### config.mk
export PLATFORM = sky130hd
export DESIGN_NAME = pipelined_processor_flat
export DESIGN_NICKNAME = d
export VERILOG_FILES = /design/src/rtl/pipelined_processor_if.sv /design/src/rtl/pipelined_processor.sv /design/src/flat_wrapper.sv
export SDC_FILE = /design/constraint.sdc
export NUM_CORES = 2
export LEC_CHECK = 0
export CAP_MARGIN = 0
export CORE_UTILIZATION = 35
export DETAILED_ROUTE_END_ITERATION = 6
export GPL_TIMING_DRIVEN = 0
export SLEW_MARGIN = 10
export SYNTH_ARGS = -nofsm -noshare
export SYNTH_HDL_FRONTEND = slang
export SYNTH_SLANG_ARGS = --single-unit
### constraint.sdc
create_clock -name clk -period 14.4 [get_ports clk]
set_input_delay 3.6 -clock clk [delete_from_list [all_inputs] [get_ports clk]]
set_output_delay 3.6 -clock clk [all_outputs]
set_load 0.03 [all_outputs]
### src/rtl/pipelined_processor_if.sv
// Instruction- and data-memory bus bundle for pipelined_processor.
// The core drives it through the master modport; the memories sit on the slave side.
interface pipelined_processor_if;
  logic [31:0] instruction;
  logic [31:0] pc_addr;
  logic [1:0]  im_command;
  logic [31:0] mem2proc_data;
  logic [31:0] proc2Dmem_addr;
  logic [1:0]  proc2Dmem_command;
  logic [31:0] proc2mem_data;

  modport master (
    input  instruction, mem2proc_data,
    output pc_addr, im_command, proc2Dmem_addr, proc2Dmem_command, proc2mem_data
  );

  modport slave (
    output instruction, mem2proc_data,
    input  pc_addr, im_command, proc2Dmem_addr, proc2Dmem_command, proc2mem_data
  );
endinterface

### src/rtl/pipelined_processor.sv
// Five-stage in-order RV32I-subset pipeline (IF/ID/EX/MEM/WB) with commit trace ports.
// Define FORWARDING_EN for EX-stage operand forwarding; otherwise ID stalls on every RAW hazard.
module pipelined_processor #(
  parameter logic [31:0] RESET_PC = 32'h0
) (
  input  logic                  clk,
  input  logic                  rst,
  pipelined_processor_if.master bus,
  output logic [4:0]            pipeline_commit_wr_idx,
  output logic [31:0]           pipeline_commit_wr_data,
  output logic [31:0]           pipeline_commit_NPC,
  output logic                  pipeline_commit_wr,
  output logic [31:0]           if_PC_out,
  output logic [31:0]           if_NPC_out,
  output logic [31:0]           if_IR_out,
  output logic [31:0]           if_id_PC,
  output logic [31:0]           if_id_NPC,
  output logic [31:0]           if_id_IR,
  output logic [31:0]           id_ex_PC,
  output logic [31:0]           id_ex_NPC,
  output logic [31:0]           id_ex_IR,
  output logic [31:0]           ex_mem_NPC,
  output logic [31:0]           ex_mem_IR,
  output logic [31:0]           mem_wb_NPC,
  output logic [31:0]           mem_wb_IR
);
  localparam logic [31:0] NOP       = 32'h0000_0013;
  localparam logic [1:0]  BUS_NONE  = 2'd0;
  localparam logic [1:0]  BUS_LOAD  = 2'd1;
  localparam logic [1:0]  BUS_STORE = 2'd2;

  localparam logic [6:0] OP_LUI = 7'b0110111, OP_IMM = 7'b0010011, OP_REG = 7'b0110011;
  localparam logic [6:0] OP_LD  = 7'b0000011, OP_ST  = 7'b0100011, OP_BR  = 7'b1100011;
  localparam logic [6:0] OP_JAL = 7'b1101111;

  localparam logic [2:0] ALU_ADD = 3'd0, ALU_SUB = 3'd1, ALU_AND = 3'd2, ALU_OR = 3'd3;
  localparam logic [2:0] ALU_XOR = 3'd4, ALU_SLT = 3'd5, ALU_PB  = 3'd6;

  typedef struct packed {
    logic        wr;      // writes a nonzero rd
    logic [4:0]  rd;
    logic [4:0]  rs1;
    logic [4:0]  rs2;
    logic        use1;
    logic        use2;
    logic        ld;
    logic        st;
    logic        br;
    logic        bne;
    logic        jal;
    logic        imm_b;
    logic [2:0]  alu;
    logic [31:0] imm;
  } dec_t;

  function automatic logic [2:0] f3_alu(input logic [2:0] f3);
    case (f3)
      3'b010:  return ALU_SLT;
      3'b100:  return ALU_XOR;
      3'b110:  return ALU_OR;
      3'b111:  return ALU_AND;
      default: return ALU_ADD;
    endcase
  endfunction

  // Unsupported encodings decode to all-zero control, i.e. they flow through as NOPs.
  function automatic dec_t decode(input logic [31:0] ir);
    dec_t d;
    d     = '0;
    d.rd  = ir[11:7];
    d.rs1 = ir[19:15];
    d.rs2 = ir[24:20];
    case (ir[6:0])
      OP_LUI: begin
        d.wr = 1'b1; d.imm_b = 1'b1; d.alu = ALU_PB; d.imm = {ir[31:12], 12'b0};
      end
      OP_IMM: if (ir[14:12] inside {3'b000, 3'b010, 3'b100, 3'b110, 3'b111}) begin
        d.wr = 1'b1; d.use1 = 1'b1; d.imm_b = 1'b1; d.alu = f3_alu(ir[14:12]);
        d.imm = {{20{ir[31]}}, ir[31:20]};
      end
      OP_REG: if ((ir[31:25] == 7'h00 && ir[14:12] inside {3'b000, 3'b010, 3'b100, 3'b110, 3'b111})
                  || (ir[31:25] == 7'h20 && ir[14:12] == 3'b000)) begin
        d.wr = 1'b1; d.use1 = 1'b1; d.use2 = 1'b1;
        d.alu = ir[30] ? ALU_SUB : f3_alu(ir[14:12]);
      end
      OP_LD: if (ir[14:12] == 3'b010) begin
        d.wr = 1'b1; d.use1 = 1'b1; d.ld = 1'b1; d.imm_b = 1'b1;
        d.imm = {{20{ir[31]}}, ir[31:20]};
      end
      OP_ST: if (ir[14:12] == 3'b010) begin
        d.use1 = 1'b1; d.use2 = 1'b1; d.st = 1'b1; d.imm_b = 1'b1;
        d.imm = {{20{ir[31]}}, ir[31:25], ir[11:7]};
      end
      OP_BR: if (ir[14:13] == 2'b00) begin
        d.use1 = 1'b1; d.use2 = 1'b1; d.br = 1'b1; d.bne = ir[12];
        d.imm = {{19{ir[31]}}, ir[31], ir[7], ir[30:25], ir[11:8], 1'b0};
      end
      OP_JAL: begin
        d.wr = 1'b1; d.jal = 1'b1;
        d.imm = {{11{ir[31]}}, ir[31], ir[19:12], ir[20], ir[30:21], 1'b0};
      end
      default: d.wr = 1'b0;
    endcase
    if (d.rd == 5'd0) d.wr = 1'b0;
    return d;
  endfunction

  function automatic logic raw(input dec_t p, input dec_t c);
    return p.wr && ((c.use1 && c.rs1 == p.rd) || (c.use2 && c.rs2 == p.rd));
  endfunction

  logic [31:0] pc_q, pc_d;
  logic [31:0] if_id_pc_q, if_id_pc_d, if_id_npc_q, if_id_npc_d, if_id_ir_q, if_id_ir_d;
  logic [31:0] id_ex_pc_q, id_ex_pc_d, id_ex_npc_q, id_ex_npc_d, id_ex_ir_q, id_ex_ir_d;
  logic [31:0] id_ex_rs1v_q, id_ex_rs1v_d, id_ex_rs2v_q, id_ex_rs2v_d;
  logic [31:0] ex_mem_npc_q, ex_mem_ir_q, ex_mem_res_q, ex_mem_sdata_q;
  logic [31:0] mem_wb_npc_q, mem_wb_ir_q, mem_wb_res_q;
  logic [31:0] rf_q [1:31];

  dec_t        dec_id, dec_ex, dec_mem, dec_wb;
  logic [31:0] id_rs1, id_rs2, ex_rs1, ex_rs2, alu_b, alu_out, ex_res, target, mem_res;
  logic        stall, taken;
  logic        unused_dec;

  assign dec_id  = decode(if_id_ir_q);
  assign dec_ex  = decode(id_ex_ir_q);
  assign dec_mem = decode(ex_mem_ir_q);
  assign dec_wb  = decode(mem_wb_ir_q);
  assign unused_dec = ^{dec_id, dec_ex, dec_mem, dec_wb};

  // ID register read with same-cycle WB bypass.
  assign id_rs1 = (dec_wb.wr && dec_wb.rd == dec_id.rs1) ? mem_wb_res_q :
                  (dec_id.rs1 == 5'd0) ? 32'd0 : rf_q[dec_id.rs1];
  assign id_rs2 = (dec_wb.wr && dec_wb.rd == dec_id.rs2) ? mem_wb_res_q :
                  (dec_id.rs2 == 5'd0) ? 32'd0 : rf_q[dec_id.rs2];

`ifdef FORWARDING_EN
  assign stall = dec_ex.ld && raw(dec_ex, dec_id);
`else
  assign stall = raw(dec_ex, dec_id) || raw(dec_mem, dec_id);
`endif

  always_comb begin
    ex_rs1 = id_ex_rs1v_q;
    ex_rs2 = id_ex_rs2v_q;
`ifdef FORWARDING_EN
    // MEM/WB first so the younger EX/MEM result overrides it.
    if (dec_wb.wr  && dec_wb.rd  == dec_ex.rs1) ex_rs1 = mem_wb_res_q;
    if (dec_mem.wr && dec_mem.rd == dec_ex.rs1) ex_rs1 = ex_mem_res_q;
    if (dec_wb.wr  && dec_wb.rd  == dec_ex.rs2) ex_rs2 = mem_wb_res_q;
    if (dec_mem.wr && dec_mem.rd == dec_ex.rs2) ex_rs2 = ex_mem_res_q;
`endif
  end

  assign alu_b = dec_ex.imm_b ? dec_ex.imm : ex_rs2;

  always_comb begin
    case (dec_ex.alu)
      ALU_SUB: alu_out = ex_rs1 - alu_b;
      ALU_AND: alu_out = ex_rs1 & alu_b;
      ALU_OR:  alu_out = ex_rs1 | alu_b;
      ALU_XOR: alu_out = ex_rs1 ^ alu_b;
      ALU_SLT: alu_out = {31'd0, $signed(ex_rs1) < $signed(alu_b)};
      ALU_PB:  alu_out = alu_b;
      default: alu_out = ex_rs1 + alu_b;
    endcase
  end

  assign ex_res  = dec_ex.jal ? id_ex_npc_q : alu_out;
  assign target  = id_ex_pc_q + dec_ex.imm;
  assign taken   = dec_ex.jal || (dec_ex.br && ((ex_rs1 == ex_rs2) ^ dec_ex.bne));
  assign mem_res = dec_mem.ld ? bus.mem2proc_data : ex_mem_res_q;

  // Flush has priority over the load-use/RAW stall.
  always_comb begin
    pc_d         = pc_q + 32'd4;
    if_id_pc_d   = pc_q;
    if_id_npc_d  = pc_q + 32'd4;
    if_id_ir_d   = bus.instruction;
    id_ex_pc_d   = if_id_pc_q;
    id_ex_npc_d  = if_id_npc_q;
    id_ex_ir_d   = if_id_ir_q;
    id_ex_rs1v_d = id_rs1;
    id_ex_rs2v_d = id_rs2;
    if (taken) begin
      pc_d        = target;
      if_id_pc_d  = 32'd0;
      if_id_npc_d = 32'd0;
      if_id_ir_d  = NOP;
    end else if (stall) begin
      pc_d        = pc_q;
      if_id_pc_d  = if_id_pc_q;
      if_id_npc_d = if_id_npc_q;
      if_id_ir_d  = if_id_ir_q;
    end
    if (taken || stall) begin
      id_ex_pc_d   = 32'd0;
      id_ex_npc_d  = 32'd0;
      id_ex_ir_d   = NOP;
      id_ex_rs1v_d = 32'd0;
      id_ex_rs2v_d = 32'd0;
    end
  end

  always_ff @(posedge clk or negedge rst) begin
    if (!rst) begin
      pc_q           <= RESET_PC;
      if_id_pc_q     <= '0;
      if_id_npc_q    <= '0;
      if_id_ir_q     <= NOP;
      id_ex_pc_q     <= '0;
      id_ex_npc_q    <= '0;
      id_ex_ir_q     <= NOP;
      id_ex_rs1v_q   <= '0;
      id_ex_rs2v_q   <= '0;
      ex_mem_npc_q   <= '0;
      ex_mem_ir_q    <= NOP;
      ex_mem_res_q   <= '0;
      ex_mem_sdata_q <= '0;
      mem_wb_npc_q   <= '0;
      mem_wb_ir_q    <= NOP;
      mem_wb_res_q   <= '0;
    end else begin
      pc_q           <= pc_d;
      if_id_pc_q     <= if_id_pc_d;
      if_id_npc_q    <= if_id_npc_d;
      if_id_ir_q     <= if_id_ir_d;
      id_ex_pc_q     <= id_ex_pc_d;
      id_ex_npc_q    <= id_ex_npc_d;
      id_ex_ir_q     <= id_ex_ir_d;
      id_ex_rs1v_q   <= id_ex_rs1v_d;
      id_ex_rs2v_q   <= id_ex_rs2v_d;
      ex_mem_npc_q   <= id_ex_npc_q;
      ex_mem_ir_q    <= id_ex_ir_q;
      ex_mem_res_q   <= ex_res;
      ex_mem_sdata_q <= ex_rs2;
      mem_wb_npc_q   <= ex_mem_npc_q;
      mem_wb_ir_q    <= ex_mem_ir_q;
      mem_wb_res_q   <= mem_res;
    end
  end

  for (genvar gi = 1; gi < 32; gi++) begin : g_rf
    always_ff @(posedge clk or negedge rst) begin
      if (!rst)
        rf_q[gi] <= '0;
      else if (dec_wb.wr && dec_wb.rd == 5'(gi))
        rf_q[gi] <= mem_wb_res_q;
    end
  end

  assign bus.pc_addr           = pc_q;
  assign bus.im_command        = rst ? BUS_LOAD : BUS_NONE;
  assign bus.proc2Dmem_addr    = ex_mem_res_q;
  assign bus.proc2mem_data     = ex_mem_sdata_q;
  assign bus.proc2Dmem_command = dec_mem.ld ? BUS_LOAD : dec_mem.st ? BUS_STORE : BUS_NONE;

  assign pipeline_commit_wr_idx  = mem_wb_ir_q[11:7];
  assign pipeline_commit_wr_data = mem_wb_res_q;
  assign pipeline_commit_NPC     = mem_wb_npc_q;
  assign pipeline_commit_wr      = dec_wb.wr;

  assign if_PC_out  = pc_q;
  assign if_NPC_out = pc_q + 32'd4;
  assign if_IR_out  = bus.instruction;
  assign if_id_PC   = if_id_pc_q;
  assign if_id_NPC  = if_id_npc_q;
  assign if_id_IR   = if_id_ir_q;
  assign id_ex_PC   = id_ex_pc_q;
  assign id_ex_NPC  = id_ex_npc_q;
  assign id_ex_IR   = id_ex_ir_q;
  assign ex_mem_NPC = ex_mem_npc_q;
  assign ex_mem_IR  = ex_mem_ir_q;
  assign mem_wb_NPC = mem_wb_npc_q;
  assign mem_wb_IR  = mem_wb_ir_q;
endmodule

### src/flat_wrapper.sv
// flat-port wrapper written by rule: the top's interface ports become plain ports
module pipelined_processor_flat 
#(
  parameter logic [31:0] RESET_PC = 32'h0
)
  (clk, rst, pipeline_commit_wr_idx, pipeline_commit_wr_data, pipeline_commit_NPC, pipeline_commit_wr, if_PC_out, if_NPC_out, if_IR_out, if_id_PC, if_id_NPC, if_id_IR, id_ex_PC, id_ex_NPC, id_ex_IR, ex_mem_NPC, ex_mem_IR, mem_wb_NPC, mem_wb_IR, bus_instruction, bus_mem2proc_data, bus_pc_addr, bus_im_command, bus_proc2Dmem_addr, bus_proc2Dmem_command, bus_proc2mem_data);
  pipelined_processor_if bus_i ();
  input  logic clk;
  input  logic rst;
  output logic [4:0] pipeline_commit_wr_idx;
  output logic [31:0] pipeline_commit_wr_data;
  output logic [31:0] pipeline_commit_NPC;
  output logic pipeline_commit_wr;
  output logic [31:0] if_PC_out;
  output logic [31:0] if_NPC_out;
  output logic [31:0] if_IR_out;
  output logic [31:0] if_id_PC;
  output logic [31:0] if_id_NPC;
  output logic [31:0] if_id_IR;
  output logic [31:0] id_ex_PC;
  output logic [31:0] id_ex_NPC;
  output logic [31:0] id_ex_IR;
  output logic [31:0] ex_mem_NPC;
  output logic [31:0] ex_mem_IR;
  output logic [31:0] mem_wb_NPC;
  output logic [31:0] mem_wb_IR;
  input wire logic [$bits(bus_i.instruction)-1:0] bus_instruction;
  input wire logic [$bits(bus_i.mem2proc_data)-1:0] bus_mem2proc_data;
  output wire logic [$bits(bus_i.pc_addr)-1:0] bus_pc_addr;
  output wire logic [$bits(bus_i.im_command)-1:0] bus_im_command;
  output wire logic [$bits(bus_i.proc2Dmem_addr)-1:0] bus_proc2Dmem_addr;
  output wire logic [$bits(bus_i.proc2Dmem_command)-1:0] bus_proc2Dmem_command;
  output wire logic [$bits(bus_i.proc2mem_data)-1:0] bus_proc2mem_data;
  assign bus_i.instruction = bus_instruction;
  assign bus_i.mem2proc_data = bus_mem2proc_data;
  assign bus_pc_addr = bus_i.pc_addr;
  assign bus_im_command = bus_i.im_command;
  assign bus_proc2Dmem_addr = bus_i.proc2Dmem_addr;
  assign bus_proc2Dmem_command = bus_i.proc2Dmem_command;
  assign bus_proc2mem_data = bus_i.proc2mem_data;
  pipelined_processor #(.RESET_PC(RESET_PC)) u_core (.clk(clk), .rst(rst), .bus(bus_i), .pipeline_commit_wr_idx(pipeline_commit_wr_idx), .pipeline_commit_wr_data(pipeline_commit_wr_data), .pipeline_commit_NPC(pipeline_commit_NPC), .pipeline_commit_wr(pipeline_commit_wr), .if_PC_out(if_PC_out), .if_NPC_out(if_NPC_out), .if_IR_out(if_IR_out), .if_id_PC(if_id_PC), .if_id_NPC(if_id_NPC), .if_id_IR(if_id_IR), .id_ex_PC(id_ex_PC), .id_ex_NPC(id_ex_NPC), .id_ex_IR(id_ex_IR), .ex_mem_NPC(ex_mem_NPC), .ex_mem_IR(ex_mem_IR), .mem_wb_NPC(mem_wb_NPC), .mem_wb_IR(mem_wb_IR));
endmodule
# Yosys cells after proc, flatten, opt, wreduce, memory -nomap -nowiden
# Index checks and enable logic that the tools add are counted.
# op_classes
addsub,4
magnitude_cmp,3
eq_ne,88
n_mux,66
bitwise_logic,6
n_reduce_logical,80
# op_table
cell,count
$mux 32,26
$pmux 32 s6,2
$bmux 32 s5,2
$eq 7x6->1 const B,14
$eq 5x5->1 const B,16
$add 32x32->32,2
$logic_and 1x1->1,48
$eq 3x3->1 const B,15
$eq 5x4->1 const B,8
$mux 36,1
$eq 7x7->1 const B,5
$add 32x3->32 const B,1
$and 32x32->32,1
$eq 32x32->1,1
$lt 32x32->1,1
$or 32x32->32,1
$sub 32x32->32,1
$xor 32x32->32,1
$eq 5x5->1,6
$eq 7x2->1 const B,4
$eq 7x5->1 const B,4
$logic_not 7->1,4
$logic_not 5->1,5
$eq 5x3->1 const B,4
21 further kinds,74
# totals
regBits,1504
output_inout_bits,586
elab_cells,294

# Longest topological paths before layout
# logic_depth
ltp_word,12
ltp_mapped,21

# Worst setup path before layout
# No wires, ideal clock.
# synth_path
kind,input-to-output
startpoint,input rst
endpoint,output bus_im_command[0]
t_arrival_ps,3745
t_required_ps,10800
path_slack_ps,7055
stages,1
n_path_buf,1
path_cell_list,buf_4
# synth_between
elab_chain_cells,1
# synth_rtl
item,line_no,text
start: declaration,flat_wrapper.sv:9,input logic rst;
$mux 1,pipelined_processor.sv:253,assign bus.im_command = rst ? BUS_LOAD : BUS_NONE;
end: declaration,flat_wrapper.sv:30,output wire logic [$bits(bus_i.im_command)-1:0] bus_im_command;
# Every way passes these cells.

# Worst setup path after layout
# Ends and elaborated chain as after synthesis.

==> flow_metrics.py <==
metrics = {
    "cts": {
        "post_cts_buffers": 0,
        "cts-hold-fix-buffers": 0,
        "cts_sinks": 1500,
        "clock-root-buffer": "clkbuf_16",
        "path_clk_slew_ns": 0.06,
        "htreeDepth": 4,
        "cts_resized": 0,
        "clk_latency_ns": 0.84,
        "tritoncts": "yes",
        "cts_inserted_buffers": 169,
        "cts.path.max_buffers": 3,
    },
    "worst_setup_path": {
        "crit_type": "primary input to primary output",
        "crit_path_cell_trace": "buf_16, buf_16, buf_16, buf_16, buf_16, buf_16, buf_4, clkdlybuf4s50_1",
        "cp_common_cell": "buf_16",
        "start_kind": "primary input",
        "cp_num_cells": 8,
        "r2r_slack_ns": 5.62,
        "required_ns": 10.80,
        "critical-path-slowest-cell": "clkdlybuf4s50_1",
        "timing.critical_path.to_type": "primary output",
        "worstPathBufferInverterCount": 8,
        "r2r_cells": 17,
        "cp_max_fo": 159,
        "path_delay_family": "buffers and inverters",
        "arrival_ns": 8.00,
        "max_stage_delay_ns": 0.66,
    },
    "synth": {
        "synth_ff_type": "dfrtp_1",
        "syn_nets": 6265,
        "ys_seq_area_frac": 0.473,
        "synthCells": 6066,
        "synthArstFlopShare": 1.00,
        "yosys.area.top_type": "dfrtp_1",
        "yosysWarnings": 0,
        "syn_area_sq_mm": 0.0794,
        "synth.area.top_cells": "dfrtp_1, mux4_2, mux2_2",
        "syn_area_per_cell_sq_um": 13.1,
        "synth_edf_count": 0,
        "ys_types": 88,
        "synth.top_cell.area_share": 0.469,
        "ys_seq_elements": 1500,
    },
    "routing": {
        "drc": 182,
        "vias": 59800,
        "met1_length_mm": 133,
        "wl_per_cell_microns": 35.6,
        "ant_nets": 0,
        "first_pass_iters": 7,
        "dr.first_iter.drc_count": 7526,
        "wirelength_mm": 357,
        "dr_wl_met2_mm": 167,
        "met3_length_mm": 31.8,
        "dr.max_layer_used": "met5",
        "viasPerCell": 5.95,
    },
    "global_routing": {
        "gr-total-overflow": 0,
        "antenna_found_initial": 26,
        "grt_pass1_vias": 60200,
        "grt_pass1_wl_mm": 491,
        "grt_util_all_layers": 0.308,
        "grt_max_degree": 163,
    },
    "finish": {
        "fin_util": 0.427,
        "layout_commonest_cell": "dfrtp_1",
        "nNetsFinal": 7105,
        "syn_to_final_growth_pct": 21.0,
        "drive_gt1_frac": 0.316,
        "mostFrequentLayoutCells": "dfrtp_1, mux2_2, clkdlybuf4s50_1, mux4_2, nand2_1",
    },
    "floorplanning": {
        "initial_core_util": 0.353,
        "die_w_microns": 478,
        "rows": 174,
        "die_h_microns": 478,
        "coreArea_sq_mm": 0.225,
        "die-area_sq_mm": 0.229,
        "ios": 652,
    },
    "pwr": {
        "cellPowerDensity_mw_per_mm2": 114,
        "switchingPower_mw": 3.23,
        "clock_power_share": 0.425,
        "p_leak_nw": 43.3,
        "swShare": 0.295,
        "peakVddDrop_mv": 0.103,
        "p_seq_frac": 0.422,
        "p_comb_frac": 0.153,
        "p_int_mw": 7.71,
        "finalPower_mw": 10.9,
    },
    "run_status": {
        "violations": "DRC",
        "status": "finished with violations",
    },
    "sta": {
        "setup_viol": 0,
        "finalCritPeriodShare": 0.806,
        "final-hold-violation-count": 0,
        "fin_setup_tns_ns": 0,
        "fmax_ghz": 0.0862,
        "skew_ns": 0.0408,
        "timing.final.crit_period_ns": 11.60,
        "fin_hold_ws_ns": 0.374,
        "grt_setup_unrepaired": "false",
        "tightestPinTransition_ns": 1.46,
        "final_max_slew_viol_count": 0,
        "relSlewSlack": 0.0236,
    },
    "worst_hold_path": {
        "hold_path_class": "register to register",
        "whs_path_depth": 0,
    },
    "placement": {
        "place_hpwl_mm": 269,
        "gp_congestion": 0.994,
        "port_buffers": 650,
    },
    "job": {
        "maxCapViolCount": 0,
    },
}
==> power by group through the flow <==
stage                     Sequential (mW)  Combinational, mW  Clock, mW
final                                4.62               1.67       4.65
after global routing                 4.62               1.73       4.86
after CTS                            4.61               1.67       4.69
after detailed placement             4.69               1.67          0
after global placement               4.72               1.65          0
after floorplan                      4.80              0.588          0
==> cell usage after synthesis, drive strengths merged (41+ instances only) <==
cell	number
a21o	41
a21oi	226
a22o	62
a22oi	46
and2	106
buf	222
clkbuf	395
dfrtp	1488
ha	130
inv	114
mux2	1104
mux2i	59
mux4	564
nand2	452
nand3	46
nor2	294
nor3	50
o21ai	91
xnor2	90
xor2	89
==> final timing paths <==
kind / start / to
worst min register to register: u_core.ex_mem_NPC[12]$_DFF_PN0_ / u_core.mem_wb_NPC[12]$_DFF_PN0_
worst max register to register: u_core.id_ex_IR[0]$_DFF_PN1_ / u_core.bus.proc2Dmem_addr[27]$_DFF_PN0_
worst max-delay path: rst / bus_im_command[0]
worst min-delay path: u_core.ex_mem_NPC[12]$_DFF_PN0_ / u_core.mem_wb_NPC[12]$_DFF_PN0_
max in group asynchronous: rst / u_core.bus.pc_addr[13]$_DFFE_PN0P_
min in group asynchronous: rst / u_core.rf_q[567]$_DFFE_PN0P_
==> layout make-up <==
cell class	instances	area, sq um
Fill cell	20900	129000
Multi-Input combinational cell	3835	38700
Sequential cell	1500	37600
Timing Repair Buffer	669	6910
Clock buffer	247	4970
Tap cell	2992	3740
Buffer	617	2870
Clock inverter	59	937
Inverter	114	428
Antenna cell	7	17.5
==> flip-flops by register name, indices dropped and copies added (netlist names) <==
| register | count |
|---|---|
| u_core.pipeline_commit_wr_data | 32 |
| u_core.mem_wb_IR | 32 |
| u_core.if_id_PC | 30 |
| u_core.if_id_IR | 32 |
| u_core.if_id_NPC | 32 |
| u_core.bus.proc2Dmem_addr | 32 |
| u_core.bus.pc_addr | 32 |
| u_core.ex_rs2 | 32 |
| u_core.ex_mem_NPC | 32 |
| u_core.mem_wb_NPC | 32 |
| u_core.id_ex_NPC | 30 |
| u_core.id_ex_PC | 32 |
| u_core.ex_mem_IR | 32 |
| u_core.id_ex_IR | 32 |
| u_core.rf_q | 992 |
| u_core.ex_rs1 | 32 |
| u_core.bus.proc2mem_data | 32 |
==> layer usage <==
metal  global-route usage  up-vias
li1                     -    23900
met1                0.378    31600
met2                0.493     3426
met3               0.0717      867
met4                0.186       16
met5                    0        -
==> through the flow <==
step                area, sq um  setup WS, ns  std cells
global placement          89700        -59.48       9708
floorplan                 79400          7.06       6066
CTS                       96100          2.67      10000
finish                    96100          2.80      10000
global route              96100          2.29      10000
detailed placement        90200          2.67       9726
==> logic make-up (layout without fill, tap and decap cells) <==
| kind of cell | after synthesis | after routing | synth area share |
|---|---|---|---|
| multiplexers | 1727 | 1727 | 0.324 |
| other | 1 | 8 | 0.0000472 |
| flip-flops | 1500 | 1500 | 0.473 |
| adder cells (fa/ha/maj) | 133 | 133 | 0.0212 |
| AND/OR/NAND/NOR | 1103 | 1103 | 0.0634 |
| buffers and inverters | 731 | 1706 | 0.0405 |
| XOR/XNOR | 179 | 179 | 0.0197 |
| AO/OA/AOI/OAI | 692 | 692 | 0.0586 |
Power figures use the tool's default switching activity.
